==> src/rtl/codix_risc_bus_arb_pkg.sv <==
// Shared encodings for the ibus/dbus memory-port arbiter.
package codix_risc_bus_arb_pkg;

  typedef enum logic [1:0] {
    CMD_IDLE  = 2'd0,
    CMD_READ  = 2'd1,
    CMD_WRITE = 2'd2
  } cmd_e;

  typedef enum logic [2:0] {
    IDLE    = 3'd0,
    GRANT_I = 3'd1,
    GRANT_D = 3'd2,
    RESP_I  = 3'd3,
    RESP_D  = 3'd4
  } state_e;

  localparam int          TIMEOUT_DEF = 64;
  localparam logic [1:0]  SIZE_WORD   = 2'd2;

endpackage

==> src/rtl/codix_risc_rr_arb2.sv <==
// Two-way round-robin pick: bit0 = ibus, bit1 = dbus; a tie goes to the side not served last.
module codix_risc_rr_arb2 (
  input  logic [1:0] req,
  input  logic       last,
  output logic [1:0] gnt
);

  always_comb begin
    gnt = 2'b00;
    case (req)
      2'b01:   gnt = 2'b01;
      2'b10:   gnt = 2'b10;
      2'b11:   gnt = last ? 2'b01 : 2'b10;
      default: gnt = 2'b00;
    endcase
  end

endmodule

==> src/rtl/codix_risc_bus_arbiter.sv <==
// Shares one memory port between instruction fetch and data access, one transaction in flight.
module codix_risc_bus_arbiter
  import codix_risc_bus_arb_pkg::*;
#(
  parameter int ADDR_W  = 32,
  parameter int DATA_W  = 32,
  parameter int TIMEOUT = TIMEOUT_DEF
) (
  input  logic              CLK,
  input  logic              RST,
  input  logic [ADDR_W-1:0] ibus_A0,
  input  logic [1:0]        ibus_REQCMD0,
  output logic              ibus_REQRESP0,
  output logic [DATA_W-1:0] ibus_Q0,
  output logic              ibus_IFRESP0,
  input  logic [ADDR_W-1:0] dbus_A0,
  input  logic [1:0]        dbus_SI0,
  input  logic [1:0]        dbus_REQCMD0,
  input  logic [DATA_W-1:0] dbus_D0,
  output logic              dbus_REQRESP0,
  output logic [DATA_W-1:0] dbus_Q0,
  output logic              dbus_IFRESP0,
  output logic [ADDR_W-1:0] mem_A0,
  output logic [1:0]        mem_SI0,
  output logic [1:0]        mem_REQCMD0,
  output logic [DATA_W-1:0] mem_D0,
  input  logic              mem_REQRESP0,
  input  logic [DATA_W-1:0] mem_Q0,
  input  logic              mem_IFRESP0,
  output logic              err
);

  state_e     state;
  logic       last_d;    // 1: dbus was the last requester accepted
  logic [7:0] wait_cnt;
  logic       req_i, req_d, ill_i, timeout_hit;
  logic [1:0] gnt;

  // ibus WRITE is illegal and never counts as a request
  assign req_i       = (ibus_REQCMD0 == CMD_READ);
  assign ill_i       = (ibus_REQCMD0 == CMD_WRITE);
  assign req_d       = (dbus_REQCMD0 == CMD_READ) || (dbus_REQCMD0 == CMD_WRITE);
  assign timeout_hit = (wait_cnt == 8'(TIMEOUT - 1));

  codix_risc_rr_arb2 u_rr (
    .req  ({req_d, req_i}),
    .last (last_d),
    .gnt  (gnt)
  );

  always_ff @(posedge CLK) begin
    if (RST) begin
      state    <= IDLE;
      last_d   <= 1'b0;
      wait_cnt <= '0;
    end else begin
      case (state)
        IDLE: begin
          if (gnt[1])      state <= GRANT_D;
          else if (gnt[0]) state <= GRANT_I;
        end
        GRANT_I: begin
          if (!req_i) state <= IDLE;
          else if (mem_REQRESP0) begin
            state    <= RESP_I;
            last_d   <= 1'b0;
            wait_cnt <= '0;
          end
        end
        GRANT_D: begin
          if (!req_d) state <= IDLE;
          else if (mem_REQRESP0) begin
            state    <= (dbus_REQCMD0 == CMD_READ) ? RESP_D : IDLE;
            last_d   <= 1'b1;
            wait_cnt <= '0;
          end
        end
        RESP_I, RESP_D: begin
          wait_cnt <= wait_cnt + 8'd1;
          if (mem_IFRESP0 || timeout_hit) state <= IDLE;
        end
        default: state <= IDLE;
      endcase
    end
  end

  // Outputs are combinational so acceptance and read data reach the owner with zero latency;
  // RST gates them so nothing leaks while the state is being forced.
  always_comb begin
    mem_A0        = '0;
    mem_SI0       = '0;
    mem_REQCMD0   = CMD_IDLE;
    mem_D0        = '0;
    ibus_REQRESP0 = 1'b0;
    ibus_IFRESP0  = 1'b0;
    ibus_Q0       = '0;
    dbus_REQRESP0 = 1'b0;
    dbus_IFRESP0  = 1'b0;
    dbus_Q0       = '0;
    err           = 1'b0;
    if (!RST) begin
      case (state)
        IDLE: err = ill_i | mem_IFRESP0;
        GRANT_I: begin
          mem_A0        = ibus_A0;
          mem_SI0       = SIZE_WORD;
          mem_REQCMD0   = req_i ? CMD_READ : CMD_IDLE;
          ibus_REQRESP0 = req_i & mem_REQRESP0;
          err           = mem_IFRESP0;
        end
        GRANT_D: begin
          mem_A0        = dbus_A0;
          mem_SI0       = dbus_SI0;
          mem_REQCMD0   = req_d ? dbus_REQCMD0 : 2'(CMD_IDLE);
          mem_D0        = dbus_D0;
          dbus_REQRESP0 = req_d & mem_REQRESP0;
          err           = mem_IFRESP0;
        end
        RESP_I: begin
          if (mem_IFRESP0) begin
            ibus_IFRESP0 = 1'b1;
            ibus_Q0      = mem_Q0;
          end else begin
            err = timeout_hit;
          end
        end
        RESP_D: begin
          if (mem_IFRESP0) begin
            dbus_IFRESP0 = 1'b1;
            dbus_Q0      = mem_Q0;
          end else begin
            err = timeout_hit;
          end
        end
        default: err = 1'b0;
      endcase
    end
  end

endmodule

==> config.mk <==
export PLATFORM = sky130hd
export DESIGN_NAME = codix_risc_bus_arbiter
export DESIGN_NICKNAME = d
export VERILOG_FILES = /design/src/rtl/codix_risc_bus_arb_pkg.sv /design/src/rtl/codix_risc_rr_arb2.sv /design/src/rtl/codix_risc_bus_arbiter.sv
export SDC_FILE = /design/constraint.sdc
export NUM_CORES = 1
export LEC_CHECK = 0
export ABC_AREA = 1
export ABC_CLOCK_PERIOD_IN_PS = 2300
export CORE_AREA = 4 4 105 107
export CTS_CLUSTER_SIZE = 30
export DETAILED_ROUTE_END_ITERATION = 10
export DIE_AREA = 0 0 109 111
export HOLD_SLACK_MARGIN = 0.12
export PLACE_DENSITY = 0.68
export SKIP_LAST_GASP = 1
export SLEW_MARGIN = 25
export SYNTH_ARGS = -nofsm -noshare
export SYNTH_HDL_FRONTEND = slang
export SYNTH_SLANG_ARGS = --single-unit
==> constraint.sdc <==
create_clock -name CLK -period 2.3 [get_ports CLK]
set_input_delay 0.345 -clock CLK [delete_from_list [all_inputs] [get_ports CLK]]
set_output_delay 0.345 -clock CLK [all_outputs]
set_load 0.1 [all_outputs]
# ---- Word level (Yosys, flattened, before mapping)
# Cells that the tools add are included.
dict set report op_classes {
  n_eq_ne 20
  reduce_logical 10
  n_bitwise 3
  addsub 1
  muxes 47
}
# cell n
set ops {}
lappend ops {{32-bit two-way mux} 8}
lappend ops {{32-bit case mux with 2 select lines} 1}
lappend ops {{3-bit two-way mux} 8}
lappend ops {{8-bit two-way mux} 3}
lappend ops {{8-bit case mux with 3 select lines} 1}
lappend ops {{1-bit two-way mux} 16}
lappend ops {{3-bit case mux with 4 select lines} 1}
lappend ops {{3-bit inequality test (second input constant)} 3}
lappend ops {{8-bit by 1-bit adder with 8-bit output (second input constant)} 1}
lappend ops {{2-bit == test (second input constant)} 4}
lappend ops {{8-bit by 6-bit == test with 1-bit output (second input constant)} 1}
lappend ops {{2-bit two-way mux} 4}
lappend ops {{2-bit inequality test (second input constant)} 4}
lappend ops {{2-bit case mux with 2 select lines} 2}
lappend ops {{2-bit by 1-bit == test with 1-bit output (second input constant)} 3}
lappend ops {{3-bit by 2-bit == test with 1-bit output (second input constant)} 2}
lappend ops {{2-bit case mux with 3 select lines} 1}
lappend ops {{5-bit AND reduction} 1}
lappend ops {{4-bit AND reduction} 1}
lappend ops {{2-bit OR reduction} 2}
lappend ops {{3-bit by 1-bit == test with 1-bit output (second input constant)} 1}
lappend ops {{3-bit == test (second input constant)} 1}
lappend ops {{3-bit logical NOT} 1}
lappend ops {{1-bit case mux with 3 select lines} 1}
lappend ops {{other kinds (8)} 10}
dict set report word_totals {
  reg_bits 12
  elab_cells 84
  inputBits 138
}

# ---- Depth between registers and ports, before layout
# Gate-level depths: netlist of run 1.
dict set report logic_depth {
  depth_word 7
  depth_mapped 9
  depth_no_buf 9
}

# ---- Cells and area by module
# From an unflattened synthesis of run 1, not the netlist that was laid out.
dict set report unflattened {
  hier_cells 434
  area_unflattened_um2 2033.2
}
# mod area_each_um2 seq_area_each_um2 cells_each instances
set modules_own_cells {}
lappend modules_own_cells {codix_risc_bus_arbiter 2011.9 240.2 429 1}
lappend modules_own_cells {codix_risc_rr_arb2 21.3 0.0 5 1}

# ---- Worst setup path before layout of run 1
# OpenSTA, ideal clock, no wires.
dict set report synth_path {
  path_kind {register to output}
  startpoint {register state[1]}
  endpoint {output port dbus_Q0[10]}
  path_stages_with_launch 7
  required_ns 1.955
  arrival_time_ns 3.469
  path_slack_ns -1.514
  path_cell_list {dfxtp_1 > nor2_2 > nand2_2 > nor3_2 > inv_2 > buf_6 > nor2_1}
}
dict set report synth_between {
  elab_chain_len 3
}
# element line
set synth_lines {}
lappend synth_lines {{start, declared} codix_risc_bus_arbiter.sv:33} ;# state_e state;
lappend synth_lines {{start signal, assigned} codix_risc_bus_arbiter.sv:73} ;# state <= (dbus_REQCMD0 == CMD_READ) ? RESP_D : IDLE;
lappend synth_lines {{3-bit == test} codix_risc_bus_arbiter.sv:102} ;# case (state)
lappend synth_lines {{32-bit two-way mux} codix_risc_bus_arbiter.sv:102}
lappend synth_lines {{32-bit two-way mux} codix_risc_bus_arbiter.sv:101} ;# if (!RST) begin
lappend synth_lines {{end, declared} codix_risc_bus_arbiter.sv:21} ;# output logic [DATA_W-1:0] dbus_Q0,
# No other way between the ends.

# ---- Final worst setup path of run 1
dict set report layout_path {
  startpoint {input port dbus_REQCMD0[0]}
  endpoint {output port dbus_REQRESP0}
}
dict set report layout_between {
  elab_chain_len 5
  elab_cells_between_ends 6
  cone_classes {2 x eq/ne; 2 x mux; 1 x bitwise; 1 x reduce/logical}
}
# element line
set layout_lines {}
lappend layout_lines {{start, declared} codix_risc_bus_arbiter.sv:18} ;# input logic [1:0] dbus_REQCMD0,
lappend layout_lines {{2-bit by 1-bit == test with 1-bit output or 2-bit == test (tied branches)} codix_risc_bus_arbiter.sv:42} ;# assign req_d = (dbus_REQCMD0 == CMD_READ) || (dbus_REQCMD0 == CMD_WRITE);
lappend layout_lines {{1-bit logical OR *} codix_risc_bus_arbiter.sv:42}
lappend layout_lines {{1-bit AND *} codix_risc_bus_arbiter.sv:116} ;# dbus_REQRESP0 = req_d & mem_REQRESP0;
lappend layout_lines {{1-bit two-way mux *} codix_risc_bus_arbiter.sv:102}
lappend layout_lines {{1-bit two-way mux *} codix_risc_bus_arbiter.sv:101}
lappend layout_lines {{end, declared} codix_risc_bus_arbiter.sv:20} ;# output logic dbus_REQRESP0,
# Every way passes the cells marked *; elsewhere a longest branch is shown, timed or not.

==> metrics, run 1 <==
FFs w/ async S/R, synth 0%; RePlAce Congestion roughly 0.85; Post-Route WL between 10000 and 15000 um; Max VDD drop about 0.6 mV; worst hold path type reg -> reg; clock sink total 12; non-filler cells, final 833; post-route design area about 7000 um2; Final Max Slew Viols 0; Net Count, Synth 569; worst r2r src state[0]$_SDFFE_PP0P_; Seq/Total Area, Yosys between 10% and 20%; most common cell after layout, fill and taps aside buf_12; DR vias/cell roughly 4.3; WL per Instance roughly 14 um; Die Span Y between 100 and 150 um; Crit path depth 7; Core Rows 37; fraction of the mapped netlist area in adder cells under 10%; CTS Buffer Depth 2; initial DRC count 155; CP peak stage delay roughly 490 ps; crit path max fanout 4; remaining global-route overflow 0; RSZ-0062 raised after global routing no; nets@finish between 800 and 900; setup TNS 0 ps; yosys warns 0; CP startpoint dbus_REQCMD0[0]; minimum clock period around 2200 ps; CP Cell Sequence clkdlybuf4s50_1 > inv_1 > ha_4 > nand4_1 > nand4_1 > nor3_2 > buf_12; outcome completed; compound-gate portion of the synthesized area roughly 12%; Post-CTS Hold Buffers 0; commonest cells after routing, fill and taps aside buf_12 (144), clkdlybuf4s50_1 (136), nand2_1 (105), inv_1 (83), nor2_4 (60); Mapped Avg Cell Area ~4.8 um2; Vias approximately 3.6k; CTS tree yes; largest family of logic cells by synthesized area simple AND/OR/NAND/NOR gates; Rel. slew slack just under 70%; CP max stage cell clkdlybuf4s50_1; hold slack around 470 ps; #FFs+latches synth 12; H-tree levels 1; MaxCap Viol Count 0; hpwl dp roughly 11000 um; CP top delay family buffers and inverters; share of cells above drive strength 1 45.2%; Synth cell types 24; Skew-Pair Late Insertion Delay 240 ps; number of synthesized flops with an enable pin 0; initial antenna violation count 0; largest net degree at the start of global routing 35; first-pass GRT wire length ~18000 um; fin crit share a little over nine tenths; Port-buffer cells roughly 270; Starting Density around a fifth; Final Hold Vio Count 0; Pleak between 2 and 3 nW; Die Wd approximately 110 um; ant diodes 0; Area Overhead vs Synth 248%; Pwr Density just under 800 nW/um2; DRC Markers 0; f_max roughly 0.46 GHz; first drt pass iteration count 6; CP Class in -> out; Core Box Area approximately 10000 um2; number of buffers and inverters on the critical path 3; vias in the first global route between 3k and 4k; Synth Flop Type dfxtp_1; Total GRT Usage a little under a fifth; Setup Buffers After CTS 0; Critical Path End Type output pin; ANT nets after route 0; placed insts 830; dpl cell area between 7000 and 8000 um2; Ports between 200 and 300; cts bufs inserted 3; Root Buffer clkbuf_8; Critical Path AT roughly 1800 ps; Worst Skew roughly 0.83 ps; Synth Instances approximately 430; RR Endpoint wait_cnt[5]$_SDFFE_PP0P_; Critical Path Sink dbus_REQRESP0; mux contribution to synthesized area 0%; Synth Area in XOR/XNOR 0%; CTS clk-pin slew, worst paths around 50 ps; Netlist Area Pre-Place 2060 um2; CP most frequent cell nand4_1; Die ar. about 12000 um2; Setup-failing EPs final 0; R2R cell count 8; r2r setup slk ~740 ps; Slew @ Worst Pin about 460 ps; Worst setup SP type input pin; Worst Path Required about 2000 ps; simple-gate area share of the yosys netlist a little over half
## logic make-up (layout without fill, tap and decap cells)
kind of cell,count (synthesis),count (layout)
AOI/OAI and AO/OA,47,47
buffers and inverters,110,379
DFF,12,12
and+or+nand+nor,256,256
adders and majority gates,3,3
## metrics by stage
stage,setup WS (ps),utilization [%],power (mW)
6_report,121,70.6,5.65
5_1_grt,8.67,70.6,5.89
4_1_cts,21.0,70.5,5.68
3_5_place_dp,-32.8,69.9,5.47
3_3_place_gp,-2.76,69.9,5.42
2_1_floorplan,-462,-,3.63
## report_power, final
group	total, mW	switching (mW)	internal (mW)
registers	0.303	0.0482	0.255
logic	5.16	3.41	1.75
clock network	0.187	0.0719	0.115
## sequential cells by signal (all words and copies together) (netlist names)
register and flops:
state 3, wait_cnt 8, last_d 1
## worst min-delay path by stage
stage	start	end	slack, ps	cells after the start
floorplan	last_d$_SDFFE_PP0P_	last_d$_SDFFE_PP0P_	430	2
finish	last_d$_SDFFE_PP0P_	last_d$_SDFFE_PP0P_	470	2
detailed placement	last_d$_SDFFE_PP0P_	last_d$_SDFFE_PP0P_	470	2
CTS	last_d$_SDFFE_PP0P_	last_d$_SDFFE_PP0P_	480	2
global route	wait_cnt[7]$_SDFFE_PP0P_	wait_cnt[7]$_SDFFE_PP0P_	520	2
global placement	last_d$_SDFFE_PP0P_	last_d$_SDFFE_PP0P_	450	2
## Yosys cell counts (2+ instances only)
library cell	instances	area share [%]
buf_2	10	2.4
nand4_1	7	2.1
dfxtp_1	12	12
nor2_2	3	0.91
buf_6	4	2.2
nand2_2	5	1.5
nand2_1	105	19
buf_4	3	1.1
a21oi_1	43	10
inv_2	5	0.91
nand3_2	2	0.97
clkbuf_1	3	0.55
ha_1	3	1.8
nor2_1	115	21
nor3_2	2	0.97
or2_2	3	0.91
nand3_1	11	2.7
inv_1	83	15
o21ai_0	3	0.73
nand3_4	2	1.7
## cell type report
class | instances | area [um2]
Fill cell | 702 | 2980
Sequential cell | 12 | 243
Tap cell | 136 | 170
Multi-Input combinational cell | 306 | 2060
Timing Repair Buffer | 288 | 4310
Inverter | 88 | 334
Clock buffer | 3 | 41.3
## what timing repair did
action                                  CTS  global route
pin swaps                                 1             2
gates cloned                              0             0
resized for setup                         2             6
endpoints found under the setup margin    1            37
## worst reg2reg max path, stage by stage, from the launching register on
cell,delay (ps)
dfxtp_2,330
nor2_2,230
nand2_2,150
nand2_2,240
nor2_1,70
nor2_1,120
nand2_2,130
nand2_1,100
a21oi_1,80
## routing by layer
metal | global-route usage [%] | up-vias | share of wire (%)
li1 | - | 1800 | -
met1 | 18.7 | 1567 | 32
met2 | 38.3 | 213 | 55
met3 | 4.83 | 12 | 12
met4 | 3.37 | 0 | 1.1
met5 | 0 | - | 0
(Power assumes the default switching activity.)
==> run 2: changes to the inputs <==
--- a/config.mk
+++ b/config.mk
@@ -14,7 +14,6 @@
 export HOLD_SLACK_MARGIN = 0.12
 export PLACE_DENSITY = 0.68
 export SKIP_LAST_GASP = 1
-export SLEW_MARGIN = 25
 export SYNTH_ARGS = -nofsm -noshare
 export SYNTH_HDL_FRONTEND = slang
 export SYNTH_SLANG_ARGS = --single-unit
==> results of run 2 <==
The final DEF is identical to that of run 1; final timing and power are the same.
==> run 3: changes to the inputs <==
--- a/config.mk
+++ b/config.mk
@@ -6,13 +6,14 @@
 export NUM_CORES = 1
 export LEC_CHECK = 0
 export ABC_AREA = 1
-export ABC_CLOCK_PERIOD_IN_PS = 2300
-export CORE_AREA = 4 4 105 107
+export ABC_CLOCK_PERIOD_IN_PS = 2110
+export CORE_AREA = 4 4 106 108
 export CTS_CLUSTER_SIZE = 30
 export DETAILED_ROUTE_END_ITERATION = 10
-export DIE_AREA = 0 0 109 111
+export DIE_AREA = 0 0 110 112
 export HOLD_SLACK_MARGIN = 0.12
-export PLACE_DENSITY = 0.68
+export PLACE_DENSITY = 0.67
+export SETUP_SLACK_MARGIN = 0.15
 export SKIP_LAST_GASP = 1
 export SYNTH_ARGS = -nofsm -noshare
 export SYNTH_HDL_FRONTEND = slang
==> constraint.sdc (replaced) <==
create_clock -name CLK -period 2.11 [get_ports CLK]
set_input_delay 0.3165 -clock CLK [delete_from_list [all_inputs] [get_ports CLK]]
set_output_delay 0.3165 -clock CLK [all_outputs]
set_load 0.1 [all_outputs]
==> run 3 against run 2 <==
Net effect: cell area grew 16%; clock-buffer cell count up 1; register-to-register slack worse by 260 ps; routed wire length rose by 25%; final cell count increased by 4.3%; critical endpoint is now mem_A0[19].
==> metrics, run 3 (same netlist as run 1, synthesis figures left out) <==
Worst Path Required 1790 ps (was 1960 ps); Most flops, register wait_cnt (unchanged); worst r2r src state[1]$_SDFFE_PP0P_ (was state[0]$_SDFFE_PP0P_); Setup-failing EPs final 0 (unchanged); first-pass GRT wire length 21300 um (was 18400 um); Post-CTS Hold Buffers 0 (unchanged); CTS Buffer Depth 2 (unchanged); f_max 0.489 GHz; crit path max fanout 8 (was 4); RSZ-0062 raised after global routing yes (was no); DR vias/cell 4.45 (was 4.31); outcome completed (unchanged); DRC Markers 0 (unchanged); Critical Path End Type output pin (unchanged); share of cells above drive strength 1 52.9% (was 45.2%); most common cell after layout, fill and taps aside buf_12 (unchanged); Pwr Density 914 nW/um2 (was 789 nW/um2); Rel. slew slack 68.5% (was 69.4%); first drt pass iteration count 5 (was 6); Slew @ Worst Pin 472 ps (was 460 ps); Starting Density 20.1% (was 20.3%); initial DRC count 149 (was 155); Die ar. 12300 um2 (was 12100 um2); initial antenna violation count 0 (unchanged); largest net degree at the start of global routing 45 (was 35); CP Class reg -> out (was in -> out); RePlAce Congestion 0.830 (was 0.850); nets@finish 875 (was 840); Die Span Y 112 um (was 111 um); CP startpoint state[0]$_SDFFE_PP0P_ (was dbus_REQCMD0[0]); Max VDD drop 0.864 mV (was 0.599 mV); H-tree levels 1 (unchanged); dpl cell area 7560 um2 (was 7090 um2); Root Buffer clkbuf_8 (unchanged); ant diodes 0 (unchanged); CTS tree yes (unchanged); post-route design area 8320 um2 (was 7160 um2); Die Wd 110 um (was 109 um); cts bufs inserted 3 (unchanged); Pleak 3.38 nW (was 2.87 nW); clock sink total 12 (unchanged); minimum clock period 2050 ps; Final Hold Vio Count 0 (unchanged); Skew-Pair Late Insertion Delay 250 ps (was 240 ps); worst hold path type reg -> reg (unchanged); ANT nets after route 0 (unchanged); Core Rows 37 (unchanged); Worst setup SP type register (was input pin); Port-buffer cells 274 (unchanged); vias in the first global route 4038 (was 3658); remaining global-route overflow 0 (unchanged); Total GRT Usage 21.9% (was 18.9%); Filler Cell Count 613 (was 702); MaxCap Viol Count 0 (unchanged); commonest cells after routing, fill and taps aside buf_12 (150), clkdlybuf4s50_1 (134), nor2_4 (92), inv_1 (79), nand2_1 (76) (was buf_12 (144), clkdlybuf4s50_1 (136), nand2_1 (105), inv_1 (83), nor2_4 (60)); fin crit share 97.0%; Area Overhead vs Synth 305% (was 248%); hpwl dp 11600 um (was 11000 um); Core Box Area 10200 um2 (was 10100 um2); Critical Path AT 1730 ps (was 1830 ps); total power 7.61 mW (was 5.65 mW); WL per Instance 17.3 um (was 14.4 um); Ports 275 (unchanged); Largest regs wait_cnt (8), state (3), last_d (1) (unchanged); Final Max Slew Viols 0 (unchanged); max FFs per register 8 (unchanged); CTS clk-pin slew, worst paths 60 ps (was 50 ps); Worst Skew 10.1 ps (was 0.828 ps); setup TNS 0 ps (unchanged); Post-Route WL 15000 um (was 12000 um); min-delay src last_d$_SDFFE_PP0P_ (unchanged); Vias 3869 (was 3592)
run 3: cell types whose count changed in the layout (fill, tap and decap cells not counted), moves of 6 or more:
cell / previous run / this run
a21oi_2: 34 / 0
a21oi_4: 0 / 34
buf_12: 144 / 150
buf_16: 0 / 6
buf_4: 6 / 28
nor2_2: 42 / 11
nand2_1: 105 / 76
nand2_4: 0 / 26
nor2_4: 60 / 92
run 3: cell type report:
class | instances | area [um2] | share of cell area (%)
timing repair buffer | 323 | 4800 | 57.7
multi-input combinational | 306 | 2710 | 32.5
inverter | 88 | 348 | 4.18
sequential | 12 | 254 | 3.05
tap | 136 | 170 | 2.05
clock buffer | 4 | 45.0 | 0.541
run 3: metal layers:
metal | routed length (um) | global-route usage [%]
met2 | 8800 | 45.3
met4 | 386 | 5.65
met1 | 4590 | 20.1
met3 | 1260 | 5.91
met5 | 0 | 0
run 3: final timing paths:
path	end	slack (ps)	depth (start not counted)
worst min register to register	last_d$_SDFFE_PP0P_	450	2
worst max register to register	wait_cnt[4]$_SDFFE_PP0P_	480	10
worst min-delay path	last_d$_SDFFE_PP0P_	450	2
worst max-delay path	mem_A0[19]	60	10
run 3: critical path, cell delays in order, from the launching register on:
cell,delay (ps)
dfxtp_4,380
inv_4,60
nor2_4,110
nand2_4,80
inv_4,80
buf_12,110
buf_12,100
buf_16,120
nand2_1,90
a21oi_4,160
buf_12,190
run 3: repair_timing:
action | in CTS | in global routing
gates resized for setup | 39 | 59
setup endpoints to repair | 133 | 110
gates cloned | 6 | 2
pin swaps | 12 | 33
setup buffers | 15 | 7
run 3: where the power goes:
| part | switching [mW] | total (mW) | internal, mW |
|---|---|---|---|
| registers | 0.0810 | 0.374 | 0.293 |
| logic | 4.33 | 7.01 | 2.67 |
| clock network | 0.0918 | 0.225 | 0.133 |
| total | 4.51 | 7.61 | 3.10 |
run 3: metrics by stage:
stage / instances / utilization, % / hold slack, ps / setup slack, ps
after floorplan: 428 / - / 427 / -537
after global placement: 835 / 73.9 / 446 / -20.7
after detailed placement: 835 / 73.9 / 450 / -19.6
after CTS: 860 / 78.3 / 457 / 94.7
after global routing: 869 / 81.3 / 487 / 4.96
final: 869 / 81.3 / 453 / 63.7
==> edit 1, RTL diff (settings of run 3) <==
The 5 states of `state_e` get a Gray code encoding in 3 bits.
--- a/src/rtl/codix_risc_bus_arb_pkg.sv
+++ b/src/rtl/codix_risc_bus_arb_pkg.sv
@@ -8,11 +8,11 @@
   } cmd_e;
 
   typedef enum logic [2:0] {
-    IDLE    = 3'd0,
-    GRANT_I = 3'd1,
-    GRANT_D = 3'd2,
-    RESP_I  = 3'd3,
-    RESP_D  = 3'd4
+    IDLE    = 3'b000,
+    GRANT_I = 3'b001,
+    GRANT_D = 3'b011,
+    RESP_I  = 3'b010,
+    RESP_D  = 3'b110
   } state_e;
 
   localparam int          TIMEOUT_DEF = 64;
Behaviour: same outputs for any inputs over 4 cycles, from zero or initial values and one cycle with RST high; so few cycles prove little.
==> edit 1 against run 3 <==
Sequential cell count unchanged; power down 27%; cell area down 4.8%; routed wire length up 0.71%; highest routed layer unchanged; synthesized area down 3.2%; non-clock buffer count down 13; setup slack better by 0.071 ns; count of clock-buffer cells in the layout unchanged.
==> edit 1: results (changes against run 3) <==
status=finished, final reports clean (unchanged); r2r setup slk=0.71 ns (was 0.48 ns); P_leak=2.920 nW (was 3.381 nW); GRT Overall Usage=22.09% (was 21.92%); Compound-Gate Fraction of Synth Area=15.90% (was 11.50%); syn_nets=538 (was 569); placed insts=796 (was 835); worst slack at placement=0.01963 ns (was -0.01964 ns); Switch Pwr=3.259 mW (was 4.505 mW); reg2reg path depth=8 (was 10); hold depth=4 (was 2); CP arrival=1.66 ns (was 1.73 ns); Hold Crit Class=input port to register (was register to register); power per cell area=702.4 nW/um^2 (was 914.2 nW/um^2); CP peak stage delay=0.36 ns (was 0.38 ns); synth top area cells=nor2_1 28%, nand2_1 15%, dfxtp_1 12% (was nor2_1 21%, nand2_1 19%, inv_1 15%); synth cell count leaders=150 x nor2_1, 78 x nand2_1, 51 x inv_1 (was 115 x nor2_1, 105 x nand2_1, 83 x inv_1); Peak VDD IR=0.5428 mV (was 0.8639 mV); pin count of the biggest net entering global routing=46 (was 45); first-pass GRT wire length=21310 um (was 21340 um); DR pass1 iterations=4 (was 5); Detail Placement HPWL=11930 um (was 11580 um); Post-Layout Cell Count=822 (was 869); final wirelength=15140 um (was 15030 um); worst flop-to-flop path endpoint=wait_cnt[4] (unchanged); DR iter-0 viols=203 (was 149); layout cells sized above 1=53.21% (was 52.93%); mean post-synth cell area=5.027 sq um (was 4.803 sq um); placed cell area=7342 sq um (was 7560 sq um); Logic pwr share=89.1% (was 92.1%); gp weighted congestion=0.8612 (was 0.8300); XOR/XNOR share of the synthesized area=1.320% (was 0%); Final #Nets=829 (was 875); final hold slack=0.3778 ns (was 0.4526 ns); worst clock skew=0.004487 ns (was 0.01014 ns); hold endpoint=state[1] (was last_d); worst slew pin tran=0.4874 ns (was 0.4724 ns); post-synth cell types=25 (was 24); Adder-Cell Fraction of Synth Area=2.514% (was 1.826%); Worst Hold Launch=RST (was last_d)
==> edit 1: cell types whose count changed after synthesis, moves of 5 or more <==
cell,delta
a21oi_1,-32
a22oi_1,+32
inv_1,-32
nand2_1,-27
nand4_1,-5
nor2_1,+35
==> edit 1: worst max path at each step <==
stage	endpoint	slack, ns
final	mem_A0[10]	0.14
after global routing	err	0.08
after CTS	mem_A0[31]	0.1
after detailed placement	dbus_Q0[10]	0.02
after global placement	dbus_Q0[10]	0.05
after floorplan	dbus_Q0[10]	-0.51
==> edit 1: worst reg2reg max path: stages (launching register included) <==
cell,delay [ns]
dfxtp_4,0.36
inv_6,0.07
nand2_4,0.06
nor2_4,0.21
buf_4,0.17
a21oi_1,0.08
nand2_2,0.17
nand2_1,0.08
a21oi_1,0.13
==> edit 1: layout make-up <==
| class | count | area [sq um] | share of cell area [%] |
|---|---|---|---|
| inverter | 56 | 235.2 | 2.969 |
| tap | 136 | 170.2 | 2.148 |
| timing repair buffer | 310 | 4629 | 58.43 |
| sequential | 12 | 254.0 | 3.206 |
| multi-input combinational | 304 | 2579 | 32.55 |
| clock buffer | 4 | 55.05 | 0.6949 |
==> edit 1: repair_timing <==
action                     CTS  global route
gates cloned                 3             4
pin swaps                    8            21
setup endpoints to repair  100           128
resized for setup           34            23
hold buffers                 0             0
hold endpoints to repair     0             0
buffers inserted             9             6
==> edit 1: layer usage <==
metal	global-route usage, %	up-vias	share of wire (%)
li1	-	1806	-
met1	22.55	1740	33
met2	42.84	223	55
met3	5.855	16	9.9
met4	5.985	0	2.1
met5	0	-	0
==> edit 1: through the flow <==
| step | utilization (%) | setup TNS (ns) |
|---|---|---|
| CTS | 75.28 | 0 |
| floorplan | - | -30.88 |
| global route | 77.44 | 0 |
| detailed placement | 71.76 | 0 |
| finish | 77.44 | 0 |
| global placement | 71.76 | 0 |
==> edit 2, RTL diff (flow settings as in run 3) <==
Made on the original files. Set the parameter `DATA_W` to 16 (it was 32).
--- a/src/rtl/codix_risc_bus_arbiter.sv
+++ b/src/rtl/codix_risc_bus_arbiter.sv
@@ -3,7 +3,7 @@
   import codix_risc_bus_arb_pkg::*;
 #(
   parameter int ADDR_W  = 32,
-  parameter int DATA_W  = 32,
+  parameter int DATA_W  = 16,
   parameter int TIMEOUT = TIMEOUT_DEF
 ) (
   input  logic              CLK,
Interface: changed (5 resized); port bits go from 275 to 195. No check against the original RTL was run, so the function may have changed too.
==> edit 2 against run 3 <==
Synthesized area decreased by 12%; sequential cell count stayed put; setup slack gained 0.025 ns; fmax rose by 1.2%; routed wire length shrank 30%; via count fell by 22%; first-iteration DRC count shrank 17%; cell area is 29% lower; combinational power is 31% lower; power shrank 28%; critical endpoint is now mem_A0[25]; largest cell class unchanged; largest power group unchanged.
==> edit 2: results (changes against run 3) <==
status=finished, final reports clean (unchanged); post-synth cell types=26 (was 24); P_seq=0.384 mW (was 0.374 mW); met1 Use GR=17.52% (was 20.06%); Detail Placement HPWL=8252 um (was 11580 um); clk_lat worst skew=0.25 ns (about the same); Final Hold Fails=0 (unchanged); placed cell area=5504 sq um (was 7560 sq um); Yosys warning count=0 (unchanged); worst clock skew=0.008124 ns (was 0.01014 ns); crit path max fanout=34 (was 8); clock network power share=4.7% (was 3.0%); synth cell count leaders=104 x nand2_1, 69 x nor2_1, 57 x inv_1 (was 115 x nor2_1, 105 x nand2_1, 83 x inv_1); met2 wire len=5660 um (was 8797 um); pin count of the biggest net entering global routing=35 (was 45); first-pass GRT wire length=15930 um (was 21340 um); CTS root buf=clkbuf_8 (unchanged); Slowest-stage cell, CP=dfxtp_4 (unchanged); sequential area share after synthesis=13.35% (was 11.69%); met3 Use GR=4.348% (was 5.913%); IO buf count=194 (was 274); DR iter-0 viols=124 (was 149); CTS H-tree depth=1 (unchanged); vias per inst=4.338 (was 4.452); largest registers=wait_cnt x8, state x3, last_d x1 (unchanged); Top delay family on crit path=buffers and inverters (unchanged); syn_nets=459 (was 569); met2 GRT Util=30.83% (was 45.27%); GRT Overall Usage=16.05% (was 21.92%); CP peak stage delay=0.39 ns; synth top area cells=nand2_1 22%, nor2_1 14%, dfxtp_1 13% (was nor2_1 21%, nand2_1 19%, inv_1 15%); layout cells sized above 1=44.58% (was 52.93%); number of diodes=0 (unchanged); M1 wire length=3602 um (was 4594 um); DR pass1 iterations=4 (was 5); CP arrival=1.70 ns (was 1.73 ns); vias in the first global route=3065 (was 4038); Final #Nets=673 (was 875); sequential share of power=7.1% (was 4.9%); antenna violations before repair=0 (unchanged); Peak VDD IR=0.4644 mV (was 0.8639 mV); worst slack at placement=-0.08080 ns (was -0.01964 ns); cts bufs inserted=3 (unchanged); DR top layer=met4 (unchanged); Largest register FFs=8 (unchanged); clock buffer depth=2 (unchanged); placed insts=673 (was 835); Async S/R FF share, synth=0% (unchanged); gp weighted congestion=0.8525 (was 0.8300); Via Count=3032 (was 3869); CTS resizes=37 (was 39); met3 WL post-DR=1078 um (was 1256 um); clock transition at the registers of the reported paths=0.06 ns (about the same); P_leak=2.258 nW (was 3.381 nW); final wirelength=10460 um (was 15030 um); slew margin rel.=74.06% (was 68.50%); Switch Pwr=3.259 mW (was 4.505 mW); mean post-synth cell area=5.141 sq um (was 4.803 sq um); Post-CTS Setup Repair Bufs=13 (was 15)
==> edit 2: changes by cell type after synthesis, sizes merged, moves of 2 or more <==
cell / delta
buf: -4
o21ai: -2
clkbuf: -3
inv: -29
nand2: -2
nand3: +3
nor2: -42
==> edit 2: logic make-up after synthesis <==
| kind of cell | share of synthesized area, % |
|---|---|
| simple gates | 51.67 |
| buf+inv | 18.78 |
| compound gates | 14.12 |
| flops | 13.35 |
| fa+ha+maj | 2.086 |
==> edit 2: path summary, 6_finish.rpt <==
kind / startpoint / endpoint / slack [ns] / cells past startpoint
max: state[0] / mem_A0[25] / 0.09 / 6
min: last_d / last_d / 0.46 / 2
max reg2reg: state[0] / wait_cnt[3] / 0.59 / 8
min reg2reg: last_d / last_d / 0.46 / 2
==> edit 2: layout make-up <==
type	count	area [sq um]
Timing Repair Buffer	219	3078
Fill cell	852	4300
Sequential cell	12	254.0
Multi-Input combinational cell	265	2051
Clock buffer	4	55.05
Inverter	59	292.8
Timing Repair inverter	4	30.03
Tap cell	136	170.2
